===== src/rtl/blowfish128_pkg.sv =====
// Shared constants, FSM state type and direction helper for the blowfish128 subkey scheduler.
package blowfish128_pkg;

  localparam int unsigned NUM_SKEYS = 20;
  localparam int unsigned SKEY_W    = 32;
  localparam int unsigned IDX_W     = 5;

  typedef enum logic [1:0] {
    StEmpty,
    StIdle,
    StStream
  } state_e;

  // Final P index of a schedule: P20 when encrypting, P1 when decrypting.
  function automatic logic [IDX_W-1:0] last_idx(input logic enc);
    return enc ? IDX_W'(NUM_SKEYS - 1) : '0;
  endfunction

endpackage


===== src/rtl/blowfish128_skey_store.sv =====
// NUM_SKEYS x SKEY_W subkey register file: whole-array load, zeroize, combinational indexed read.
module blowfish128_skey_store
  import blowfish128_pkg::*;
(
  input  logic                        clk_i,
  input  logic                        rst_i,
  input  logic                        load_i,
  input  logic                        zero_i,
  input  logic [NUM_SKEYS*SKEY_W-1:0] load_data_i,
  input  logic [IDX_W-1:0]            rd_idx_i,
  output logic [SKEY_W-1:0]           rd_data_o
);

  logic [SKEY_W-1:0] mem_q [NUM_SKEYS];

  always_ff @(posedge clk_i) begin
    if (rst_i || zero_i) begin
      for (int i = 0; i < int'(NUM_SKEYS); i++) mem_q[i] <= '0;
    end else if (load_i) begin
      for (int i = 0; i < int'(NUM_SKEYS); i++) mem_q[i] <= load_data_i[i*SKEY_W +: SKEY_W];
    end
  end

  // Explicit compare mux keeps out-of-range indices reading zero.
  always_comb begin
    rd_data_o = '0;
    for (int i = 0; i < int'(NUM_SKEYS); i++) begin
      if (rd_idx_i == IDX_W'(i)) rd_data_o = mem_q[i];
    end
  end

endmodule


===== src/rtl/blowfish128_skey_sched.sv =====
// Captures the blowfish128 P-array and streams it to the round core, ascending or descending.
// Optional BLOWFISH128_SKEY_ZEROIZE_EN: key_flush also zeroes the store and sk_data.
module blowfish128_skey_sched
  import blowfish128_pkg::*;
(
  input  logic                        Clk,
  input  logic                        Rst,
  input  logic                        skey_ready,
  input  logic [NUM_SKEYS*SKEY_W-1:0] P_in,
  input  logic                        key_flush,
  output logic                        keys_valid,
  input  logic                        start,
  input  logic                        Encrypt,
  output logic                        sk_valid,
  input  logic                        sk_ready,
  output logic [SKEY_W-1:0]           sk_data,
  output logic [IDX_W-1:0]            sk_idx,
  output logic                        sk_last,
  output logic                        sched_done
);

  state_e            state_q, state_d;
  logic [IDX_W-1:0]  idx_q, idx_d;
  logic              enc_q, enc_d;
  logic              keys_valid_q, keys_valid_d;
  logic              sk_valid_q, sk_valid_d;
  logic [SKEY_W-1:0] sk_data_q, sk_data_d;
  logic [IDX_W-1:0]  sk_idx_q, sk_idx_d;
  logic              sk_last_q, sk_last_d;
  logic              sched_done_q, sched_done_d;
  logic              load, zero;
  logic [SKEY_W-1:0] rd_data;

  blowfish128_skey_store u_store (
    .clk_i       (Clk),
    .rst_i       (Rst),
    .load_i      (load),
    .zero_i      (zero),
    .load_data_i (P_in),
    .rd_idx_i    (idx_d),
    .rd_data_o   (rd_data)
  );

  // The store is read at the next index so sk_data can be registered with its sk_idx.
  always_comb begin
    state_d      = state_q;
    idx_d        = idx_q;
    enc_d        = enc_q;
    keys_valid_d = keys_valid_q;
    sk_valid_d   = sk_valid_q;
    sk_data_d    = sk_data_q;
    sk_idx_d     = sk_idx_q;
    sk_last_d    = sk_last_q;
    sched_done_d = 1'b0;
    load         = 1'b0;
    zero         = 1'b0;

    if (key_flush) begin
      state_d      = StEmpty;
      keys_valid_d = 1'b0;
      sk_valid_d   = 1'b0;
      sk_last_d    = 1'b0;
`ifdef BLOWFISH128_SKEY_ZEROIZE_EN
      zero         = 1'b1;
      sk_data_d    = '0;
`endif
    end else begin
      unique case (state_q)
        StEmpty: begin
          if (skey_ready) begin
            load         = 1'b1;
            keys_valid_d = 1'b1;
            state_d      = StIdle;
          end
        end
        StIdle: begin
          if (skey_ready) begin
            load = 1'b1;
          end else if (start) begin
            enc_d      = Encrypt;
            idx_d      = Encrypt ? '0 : IDX_W'(NUM_SKEYS - 1);
            state_d    = StStream;
            sk_valid_d = 1'b1;
            sk_data_d  = rd_data;
            sk_idx_d   = idx_d;
            sk_last_d  = (idx_d == last_idx(Encrypt));
          end
        end
        StStream: begin
          if (sk_valid_q && sk_ready) begin
            if (sk_last_q) begin
              sk_valid_d   = 1'b0;
              sk_last_d    = 1'b0;
              sched_done_d = 1'b1;
              state_d      = StIdle;
            end else begin
              idx_d     = enc_q ? idx_q + IDX_W'(1) : idx_q - IDX_W'(1);
              sk_data_d = rd_data;
              sk_idx_d  = idx_d;
              sk_last_d = (idx_d == last_idx(enc_q));
            end
          end
        end
        default: state_d = StEmpty;
      endcase
    end
  end

  always_ff @(posedge Clk) begin
    if (Rst) begin
      state_q      <= StEmpty;
      idx_q        <= '0;
      enc_q        <= 1'b0;
      keys_valid_q <= 1'b0;
      sk_valid_q   <= 1'b0;
      sk_data_q    <= '0;
      sk_idx_q     <= '0;
      sk_last_q    <= 1'b0;
      sched_done_q <= 1'b0;
    end else begin
      state_q      <= state_d;
      idx_q        <= idx_d;
      enc_q        <= enc_d;
      keys_valid_q <= keys_valid_d;
      sk_valid_q   <= sk_valid_d;
      sk_data_q    <= sk_data_d;
      sk_idx_q     <= sk_idx_d;
      sk_last_q    <= sk_last_d;
      sched_done_q <= sched_done_d;
    end
  end

  assign keys_valid = keys_valid_q;
  assign sk_valid   = sk_valid_q;
  assign sk_data    = sk_data_q;
  assign sk_idx     = sk_idx_q;
  assign sk_last    = sk_last_q;
  assign sched_done = sched_done_q;

endmodule


===== config.mk =====
export PLATFORM = sky130hd
export DESIGN_NAME = blowfish128_skey_sched
export DESIGN_NICKNAME = d
export VERILOG_FILES = /design/src/rtl/blowfish128_pkg.sv /design/src/rtl/blowfish128_skey_store.sv /design/src/rtl/blowfish128_skey_sched.sv
export SDC_FILE = /design/constraint.sdc
export NUM_CORES = 1
export LEC_CHECK = 0
export BUFFER_PORTS_ARGS = -buffer_cell sky130_fd_sc_hd__buf_2
export CORE_AREA = 2 2 271 273
export DETAILED_ROUTE_END_ITERATION = 16
export DIE_AREA = 0 0 273 275
export PLACE_DENSITY = 0.66
export SLEW_MARGIN = 20
export SYNTH_ARGS = -nofsm -noshare
export SYNTH_HDL_FRONTEND = slang
export SYNTH_SLANG_ARGS = --single-unit

===== constraint.sdc =====
create_clock -name Clk -period 44.9 [get_ports Clk]
set_input_delay 13.47 -clock Clk [delete_from_list [all_inputs] [get_ports Clk]]
set_output_delay 13.47 -clock Clk [all_outputs]
set_load 0.005 [all_outputs]

Word level (Yosys, flattened, before mapping):

Memory sizes are Yosys's and may differ from the RTL's.
Index checks and enable logic that the tools add are counted.

* register bits: 49
* latch bits: 0
* memory bits (writable): 640
* ROM bits: 0
* input bits: 647
* output and inout port bits: 41
* word-level logic and storage cells: 163
* memories: 1

* $add $sub $neg: 2
* multiply operators: 0
* div/mod/pow operators: 0
* order comparisons: 0
* equal/unequal tests: 29
* shift operators: 0
* mux-type cells: 85
* bitwise logic cells: 24
* reduce and logical (&&, ||, !) cells: 13

Memory list
* u_store.mem_q: words 20, width 32, rd ports 20, clocked after memory_dff 0, write ports 20, line blowfish128_skey_store.sv:14 `logic [SKEY_W-1:0] mem_q [NUM_SKEYS];`

Operator list (count)
* $mux W32: 44
* $mux W5: 13
* $pmux W32 S2: 1
* $eq A5 B4 Y1 const B: 8
* $eq A5 B3 Y1 const B: 4
* $eq A5 B5 Y1 const B: 4
* $or A1 B1 Y1: 20
* $pmux W5 S2: 2
* $mux W1: 17
* $ne A2 B2 Y1 const B: 6
* $eq A5 B2 Y1 const B: 2
* $eq A5 B5 Y1: 2
* $mux W2: 5
* $reduce_and A5 Y1: 2
* $reduce_and A4 Y1: 2
* $pmux W2 S3: 1
* $reduce_and A6 Y1: 1
* $add A5 B1 Y5 const B: 1
* $eq A5 B1 Y1 const B: 1
* $logic_not A5 Y1: 1
* $sub A5 B1 Y5 const B: 1
* $not A1 Y1: 4
* $pmux W1 S2: 2
* $reduce_or A2 Y1: 2
* other kinds (7): 7

Logic depth before layout (Yosys ltp):

Gate-level depths: netlist of the first run.

* word-level depth: 30
* gate-level depth with buffers: 17
* depth with buffers taken out: 12

Hierarchy:

A second synthesis of the first run with hierarchy kept.

* cells, all modules: 2571
* area, all modules: 31909.4 um^2

By module, submodules not included
* blowfish128_skey_store: times used 1, cells an instance 2288, area an instance 29494.5 um^2, seq. area each 19218.4 um^2
* blowfish128_skey_sched: times used 1, cells an instance 283, area an instance 2414.8 um^2, seq. area each 980.9 um^2

Worst setup path before layout of the first run:

No wires, ideal clock.

* path type: in2reg
* start: input port Rst
* end: memory u_store.mem_q[0][0] (enable)
* library setup time: 1.124 ns
* data arrival time: 29.209 ns
* data required time: 43.776 ns
* path slack: 14.567 ns
* cell stages on the path: 3
* cells stage by stage: clkbuf_1 clkbuf_1 nand2b_1

RTL lines
* from (decl): line blowfish128_skey_sched.sv:7 `input logic Rst,`
* to (decl): line blowfish128_skey_store.sv:14

Worst setup path after layout of the first run:

* start: input port key_flush
* end: register sk_data_q[16], in the netlist sk_data[16]

* longest elaborated chain between the ends: 25

Ends and longest elaborated chain
* from (decl): line blowfish128_skey_sched.sv:10 `input logic key_flush,`
* $mux W5: line blowfish128_skey_sched.sv:58 `if (key_flush) begin`
* $logic_not A5 Y1: line blowfish128_skey_store.sv:28 `if (rd_idx_i == IDX_W'(i)) rd_data_o = mem_q[i];`
* $mux W32 (20 in a row): line blowfish128_skey_store.sv:28
* $mux W32, on equally long branches: line blowfish128_skey_sched.sv:91, blowfish128_skey_sched.sv:79
* $mux W32, on equally long branches: line blowfish128_skey_sched.sv:90, blowfish128_skey_sched.sv:77
* $pmux W32 S2: line blowfish128_skey_sched.sv:68 `unique case (state_q)`
* to (signal assigned): line blowfish128_skey_sched.sv:126 `sk_data_q <= sk_data_d;`
* to (decl): line blowfish128_skey_sched.sv:27 `logic [SKEY_W-1:0] sk_data_q, sk_data_d;`

Several ways; a longest one is shown, not always the timed one. The select of a mux whose other input is x is not followed.
A chain may end at the register's enable or synchronous reset.

==> results of run 1 <==
registers in the layout (all words and copies together) (netlist names):
register       count
enc_q              1
idx_q              5
keys_valid         1
sched_done         1
sk_data           32
sk_idx             5
sk_last            1
sk_valid           1
state_q            2
u_store.mem_q    640
layout make-up:
| type | instances | area, um2 | share of cell area [%] |
|---|---|---|---|
| inverter | 8 | 30.0 | 0.0780 |
| timing repair buffer | 737 | 3870 | 10.0 |
| antenna | 1 | 2.50 | 0.00650 |
| clock buffer | 99 | 2040 | 5.29 |
| tap | 959 | 1200 | 3.12 |
| multi-input combinational | 1711 | 10700 | 27.8 |
| sequential | 689 | 20200 | 52.5 |
| clock inverter | 41 | 467 | 1.21 |
worst max-delay path, stage by stage:
cell	delay, ns
buf_2	0.19
nand4bb_1	0.24
a2111oi_0	0.58
or2_0	0.42
nor2_1	0.08
buf_4	0.22
a21oi_1	0.78
nand2_1	0.77
o22ai_1	0.79
nor3_1	0.29
o41ai_2	0.69
a21oi_1	0.15
placed cells by master, fill, tap and decap left out, types with 11 or more instances in the layout:
cell / instances
dfxtp_1: 49
clkbuf_1: 17
buf_2: 686
a31oi_1: 25
nand4_1: 16
a21oi_1: 114
clkbuf_16: 75
clkinv_1: 11
nor2_1: 142
o221ai_1: 36
and3_1: 11
o21ai_0: 69
a211oi_1: 16
a22oi_1: 41
edfxtp_1: 640
and2_1: 580
clkinv_2: 11
nor2b_1: 64
o22ai_1: 33
nand2_1: 196
nand3_1: 32
o211ai_1: 15
o2111ai_1: 13
buf_4: 46
a221oi_1: 45
mux2i_1: 14
nor3_1: 39
a221o_1: 17
routing by layer:
metal  GRT usage, %  vias to the layer above  wire, um
met5              0                        -         0
met4           15.6                        0      6550
met3           5.87                      274     12200
met2           53.4                     1624     61500
met1           45.7                    12409     50700
li1               -                    10848         -
per-stage QoR:
step	instances	worst slack (ns)	total power, mW
after floorplan	2584	14.57	0.841
after detailed placement	4103	25.95	0.884
final	4245	26.69	1.51
after global routing	4244	26.43	1.54
after CTS	4243	26.55	1.50
after global placement	4102	26.04	0.883
power by group:
part	leakage [nW]	total (mW)	internal (mW)	switching, mW
clock network	1.21	0.631	0.364	0.268
logic	6.81	0.103	0.0383	0.0644
registers	7.18	0.771	0.750	0.0210
total	15.2	1.51	1.15	0.353
worst max-delay path by stage:
| stage | endpoint | cells past startpoint | startpoint | slack (ns) |
|---|---|---|---|---|
| 3_5_place_dp | sk_data[16] | 12 | key_flush | 25.95 |
| 3_3_place_gp | sk_data[16] | 12 | key_flush | 26.04 |
| 2_1_floorplan | u_store.mem_q[0][0] | 3 | Rst | 14.57 |
| 4_1_cts | sk_data[16] | 12 | key_flush | 26.55 |
| 6_report | sk_data[16] | 12 | key_flush | 26.69 |
| 5_1_grt | sk_data[16] | 12 | key_flush | 26.43 |
cells by family after synthesis:
logic type | Yosys count
fa+ha+maj | 8
flops | 689
mux | 20
xor+xnor | 4
buf+inv | 184
simple gates | 1132
compound gates | 547
==> run metrics, run 1 <==
Clock Path Buffers=3; Synth Area in Compound Gates=12.6%; DR WL/cell=30.9 um; asr flop ratio synth=0%; Reg2Reg Depth=13; CTS Sinks=689; die area=75,100 um2; post-route minimum period=18.21 ns; # H-tree levels=3; routed vias=25,155; r2r startpoint=enc_q; final core occ=53.2%; synthesized area=31,500 um2; post-cts resize count=0; R2R setup slack=38.57 ns; worst hold path class=reg2reg; largest net degree at the start of global routing=299; Post-CTS Repair Setup Buffers=0; DRC errors left=0; initial antenna violation count=8; # fillers=6,406; syn nets=3,239; Tot GR Track Use=33.8%; Slew @ Worst Pin=1.21 ns; cells after synthesis=2,584; share of the synthesized area in the top cell type=61.1%; Layout Skew=0.0282 ns; RSZ-0062 raised after global routing=no; ys flop type=edfxtp_1; hold_ws=0.465 ns; R2R Path End=sk_data[16]; share of post-route cells with drive strength above 1=27.6%; Avg Inst Size Synth=12.2 um2; core footprint=72,300 um2; Critical Path RT=45.39 ns; fin area=38,500 um2; Post-Synth Simple-Gate Area=19.7%; first-pass GRT wire length=178 mm; number of synthesized flops with an enable pin=640; Rows=99; Root Buffer=clkbuf_16; largest family of logic cells by synthesized area=simple AND/OR/NAND/NOR gates; die width=273 um; vias in the first global route=24,254; fmax=54.9 MHz; critical-path maximum fanout=16; grt total ovfl=0; mux cell area share after synthesis=0.696%; io pins=688; Critical Path AT=18.69 ns; Leakage Power=15.2 nW; Seq/Total Area, Yosys=64.2%; yosys warns=0; hold path endpoint=sk_idx[1]; Pre-Repair DR Iteration Count=8; # setup viols final=0; initial core utilization=43.5%; CTS Hold Bufs=0; final WL=131 mm; adder-cell share of the synthesized area=0.342%; Critical Path Start Type=primary input; Layout Nets=3,877; Max-Cap Viols=0; max_slew headroom=18.8%; Setup TNS=0 ns; CTS Buf Count=75; CP endpoint kind=flop; largest cells by area after synthesis=edfxtp_1 (61%), and2_1 (12%), dfxtp_1 (3.1%); fin crit share=40.6%; Avg Vias per Cell=5.93; post-synthesis register bit count=689; PwrDens=39.1 nW/um2; IO buf count=687; top-count cell post-synth=edfxtp_1; Post-DP Area=35,900 um2; hold path start=sk_idx[1]; status=completed; clk slew on worst S/H paths=0.06 ns; gp weighted congestion=0.957; Cell variety after synth=82; largest area contributor in the netlist=edfxtp_1; Die Y=275 um; DR iter-0 viols=4,093; crit path kind=in2reg; HPWL Detailed=97.7 mm; CTS tree=yes; Hold Fails Final Rpt=0; clk_lat worst skew=0.64 ns; Worst VDD drop=0.0000322 V; fin. max-slew vios=0; Hold Path Cell Cnt=2; synth cell count leaders=edfxtp_1 (640), and2_1 (580), nand2_1 (196), nor2_1 (146), clkbuf_1 (126); post-route ant nets=0; Area growth syn-to-layout=22.3%; XOR/XNOR Fraction of Synth Area=0.111%
Power figures use the tool's default switching activity.
==> run 2, diff against run 1 <==
Settings changed: ABC_AREA set to 1, CORE_AREA 2 2 271 273 to 2 2 268 270, DIE_AREA 0 0 273 275 to 0 0 270 272, PLACE_DENSITY 0.66 to 0.69.
Clock period 44.9 ns to 18.6 ns, I/O delays scaled along.
==> run 2 against run 1 <==
Clock-buffer cell count decreased by 9; clock power increased by 140%; synthesized cell count increased by 39%; first-iteration DRC count decreased by 19%; sequential power increased by 140%; non-clock buffer count decreased by 28; combinational power increased to 5.0 times the previous value; flip-flop and latch count unchanged; sequential share of layout area decreased by 0.62 points; critical endpoint is now sk_data[25].
==> run metrics, run 2 <==
post-route minimum period=9.09 ns; # H-tree levels=3 (unchanged); dpl cells=5,103 (was 4,103); share of post-route cells with drive strength above 1=21.1% (was 27.6%); ys flop type=edfxtp_1 (unchanged); status=completed (unchanged); synth cell count leaders=nor2_1 (858), inv_1 (840), edfxtp_1 (640), nand2_1 (581), nand4_1 (116) (was edfxtp_1 (640), and2_1 (580), nand2_1 (196), nor2_1 (146), clkbuf_1 (126)); critical-path maximum fanout=65 (was 16); CP cell instances=buf_2, inv_2, nand4_1, o21ai_0, nor2_1, nand2_1, nand2_2, buf_4, nand4_1, clkinv_1, nand2_1, nand4_1, nand2_1, nand4_1, nor3_1, nand4_1, nand2_1, a21oi_1 (was buf_2, nand4bb_1, a2111oi_0, or2_0, nor2_1, buf_4, a21oi_1, nand2_1, o22ai_1, nor3_1, o41ai_2, a21oi_1); critical path launch point=skey_ready (was key_flush); Avg Inst Size Synth=8.98 um2 (was 12.2 um2); Avg Vias per Cell=5.02 (was 5.93); Post-Layout Cell Count=5,244 (was 4,245); Critical Path Start Type=primary input (unchanged); HPWL Detailed=83.5 mm (was 97.7 mm); vias in the first global route=25,152 (was 24,254); Pre-Repair DR Iteration Count=11 (was 8); top-count cell post-synth=nor2_1 (was edfxtp_1); fmax=110 MHz; fin. max-slew vios=0 (unchanged); core footprint=70,800 um2 (was 72,300 um2); most frequent cells in the layout=nor2_1 (855), inv_1 (840), buf_2 (686) (was buf_2 (686), edfxtp_1 (640), and2_1 (580)); largest net degree at the start of global routing=216 (was 299); largest cells by area after synthesis=edfxtp_1 (60%), nor2_1 (10%), inv_1 (9.8%) (was edfxtp_1 (61%), and2_1 (12%), dfxtp_1 (3.1%)); Critical Path AT=9.55 ns (was 18.69 ns); Bufs and invs on worst path=4 (was 2); Layout Nets=4,885 (was 3,877); synthesized area=32,200 um2 (was 31,500 um2); clk slew on worst S/H paths=0.06 ns (about the same); R2R setup slack=13.51 ns (was 38.57 ns); Rows=98 (was 99); Tot GR Track Use=29.6% (was 33.8%); hold_ws=0.462 ns (was 0.465 ns); Worst VDD drop=0.0000621 V (was 0.0000322 V); hold path start=sk_idx[1] (unchanged); final core occ=55.1% (was 53.2%); post-synthesis register bit count=689 (unchanged); max FFs per register=640 (unchanged); r2r startpoint=idx_q[0] (was enc_q); cell at the slowest stage of the critical path=clkinv_1 (was o22ai_1); routed vias=26,300 (was 25,155); PwrDens=99.9 nW/um2 (was 39.1 nW/um2); max_slew headroom=19.6% (was 18.8%); clk_lat worst skew=0.64 ns (about the same); Setup TNS=0 ns (unchanged); gp weighted congestion=0.969 (was 0.957); CP endpoint kind=flop (unchanged); crit path kind=in2reg (unchanged); die width=270 um (was 273 um); Clock Path Buffers=3 (unchanged); post-cts resize count=0 (unchanged); Cell variety after synth=43 (was 82); number of synthesized flops with an enable pin=640 (unchanged); io pins=688 (unchanged); CTS Sinks=689 (unchanged); final WL=111 mm (was 131 mm); asr flop ratio synth=0% (unchanged); fin crit share=48.9%; DR iter-0 viols=3,319 (was 4,093); Layout Skew=0.0442 ns (was 0.0282 ns); syn nets=4,244 (was 3,239); Max-Cap Viols=0 (unchanged); CTS tree=yes (unchanged); RSZ-0062 raised after global routing=no (unchanged); DR WL/cell=21.2 um (was 30.9 um); Post-CTS Repair Setup Buffers=0 (unchanged); Largest Register=u_store.mem_q (unchanged); post-route ant nets=0 (unchanged); # setup viols final=0 (unchanged); initial core utilization=45.6% (was 43.5%); grt total ovfl=0 (unchanged); die area=73,400 um2 (was 75,100 um2); CP peak stage delay=0.84 ns (was 0.79 ns); cells after synthesis=3,589 (was 2,584); first-pass GRT wire length=159 mm (was 178 mm); CTS Hold Bufs=0 (unchanged); yosys warns=0 (unchanged); CTS Buf Count=75 (unchanged); IO buf count=687 (unchanged); DRC errors left=0 (unchanged); Seq/Total Area, Yosys=62.7% (was 64.2%); Slew @ Worst Pin=1.21 ns (about the same); Die Y=272 um (was 275 um); Root Buffer=clkbuf_16 (unchanged); initial antenna violation count=8 (unchanged); worst hold path class=reg2reg (unchanged); Top Family by Delay on Critical Path=simple AND/OR/NAND/NOR gates (was compound AO/OA/AOI/OAI gates); Hold Fails Final Rpt=0 (unchanged); most used cell, CP=nand4_1 (was a21oi_1); Leakage Power=19.1 nW (was 15.2 nW); share of the synthesized area in the top cell type=59.6% (was 61.1%); Area growth syn-to-layout=20.9% (was 22.3%); Critical Path RT=19.06 ns (was 45.39 ns); commonest non-fill, non-tap cell in the layout=nor2_1 (was buf_2); # fillers=6,459 (was 6,406); largest area contributor in the netlist=edfxtp_1 (unchanged)
[run 2: cell count changes in the layout (fill, tap and decap cells not counted), moves of 30 or more]
| cell | previous run | this run |
|---|---|---|
| o221ai_1 | 36 | 0 |
| o22ai_1 | 33 | 0 |
| nand4_1 | 16 | 116 |
| a221oi_1 | 45 | 1 |
| nand2_1 | 196 | 578 |
| o21ai_0 | 69 | 38 |
| a21oi_1 | 114 | 82 |
| inv_1 | 7 | 840 |
| nor2_1 | 142 | 855 |
| a22oi_1 | 41 | 2 |
| nor2b_1 | 64 | 0 |
| nand3_1 | 32 | 112 |
| and2_1 | 580 | 1 |
| nor3_1 | 39 | 9 |
[run 2: path summary, 6_finish.rpt]
| kind | to | cells after the start |
|---|---|---|
| worst min register to register | sk_idx[1] | 2 |
| worst max-delay path | sk_data[25] | 18 |
| worst max register to register | sk_data[25] | 21 |
| worst min-delay path | sk_idx[1] | 2 |
[run 2: logic make-up after synthesis]
family	share of synthesized area (%)
DFF	62.7
buffers and inverters	12.0
AOI/OAI and AO/OA	2.15
and+or+nand+nor	22.8
xor gates and xnor gates	0.0544
adders and majority gates	0.334
[run 2: report_power, final]
group	switching (mW)	internal (mW)
registers	0.0450	1.83
logic	0.375	0.142
clock network	0.649	0.852
total	1.07	2.82
[run 2: through the flow]
stage	total power [mW]	setup WS (ns)	area [um2]
after CTS	3.90	9.58	38900
after floorplan	2.18	4.50	32200
after global routing	4.01	9.10	38900
final	3.89	9.51	38900
after detailed placement	2.41	8.92	36500
after global placement	2.41	9.02	36500
[run 2: layout make-up]
cell class              instances  area, um2  area share (%)
diodes                          5       12.5          0.0321
clock buffers                  90       1960            5.04
clock inverters                46        512            1.31
inverters                     853       3200            8.22
multi-input cells            1902       8220            21.1
flip-flops and latches        689      20200            51.9
well taps                     950       1190            3.05
repair buffers                709       3660            9.39
[run 2: tightest hold or removal path, cell delays in order (launching register included)]
cell     delay, ns
dfxtp_1       0.31
nand2_1       0.06
a21oi_1       0.05
[run 2: layer usage]
layer	vias up	wire length (um)	track usage (%)
li1	12307	-	-
met1	12337	44900	40.0
met2	1389	49700	44.9
met3	265	9530	5.53
met5	-	10	0
met4	2	7020	17.3
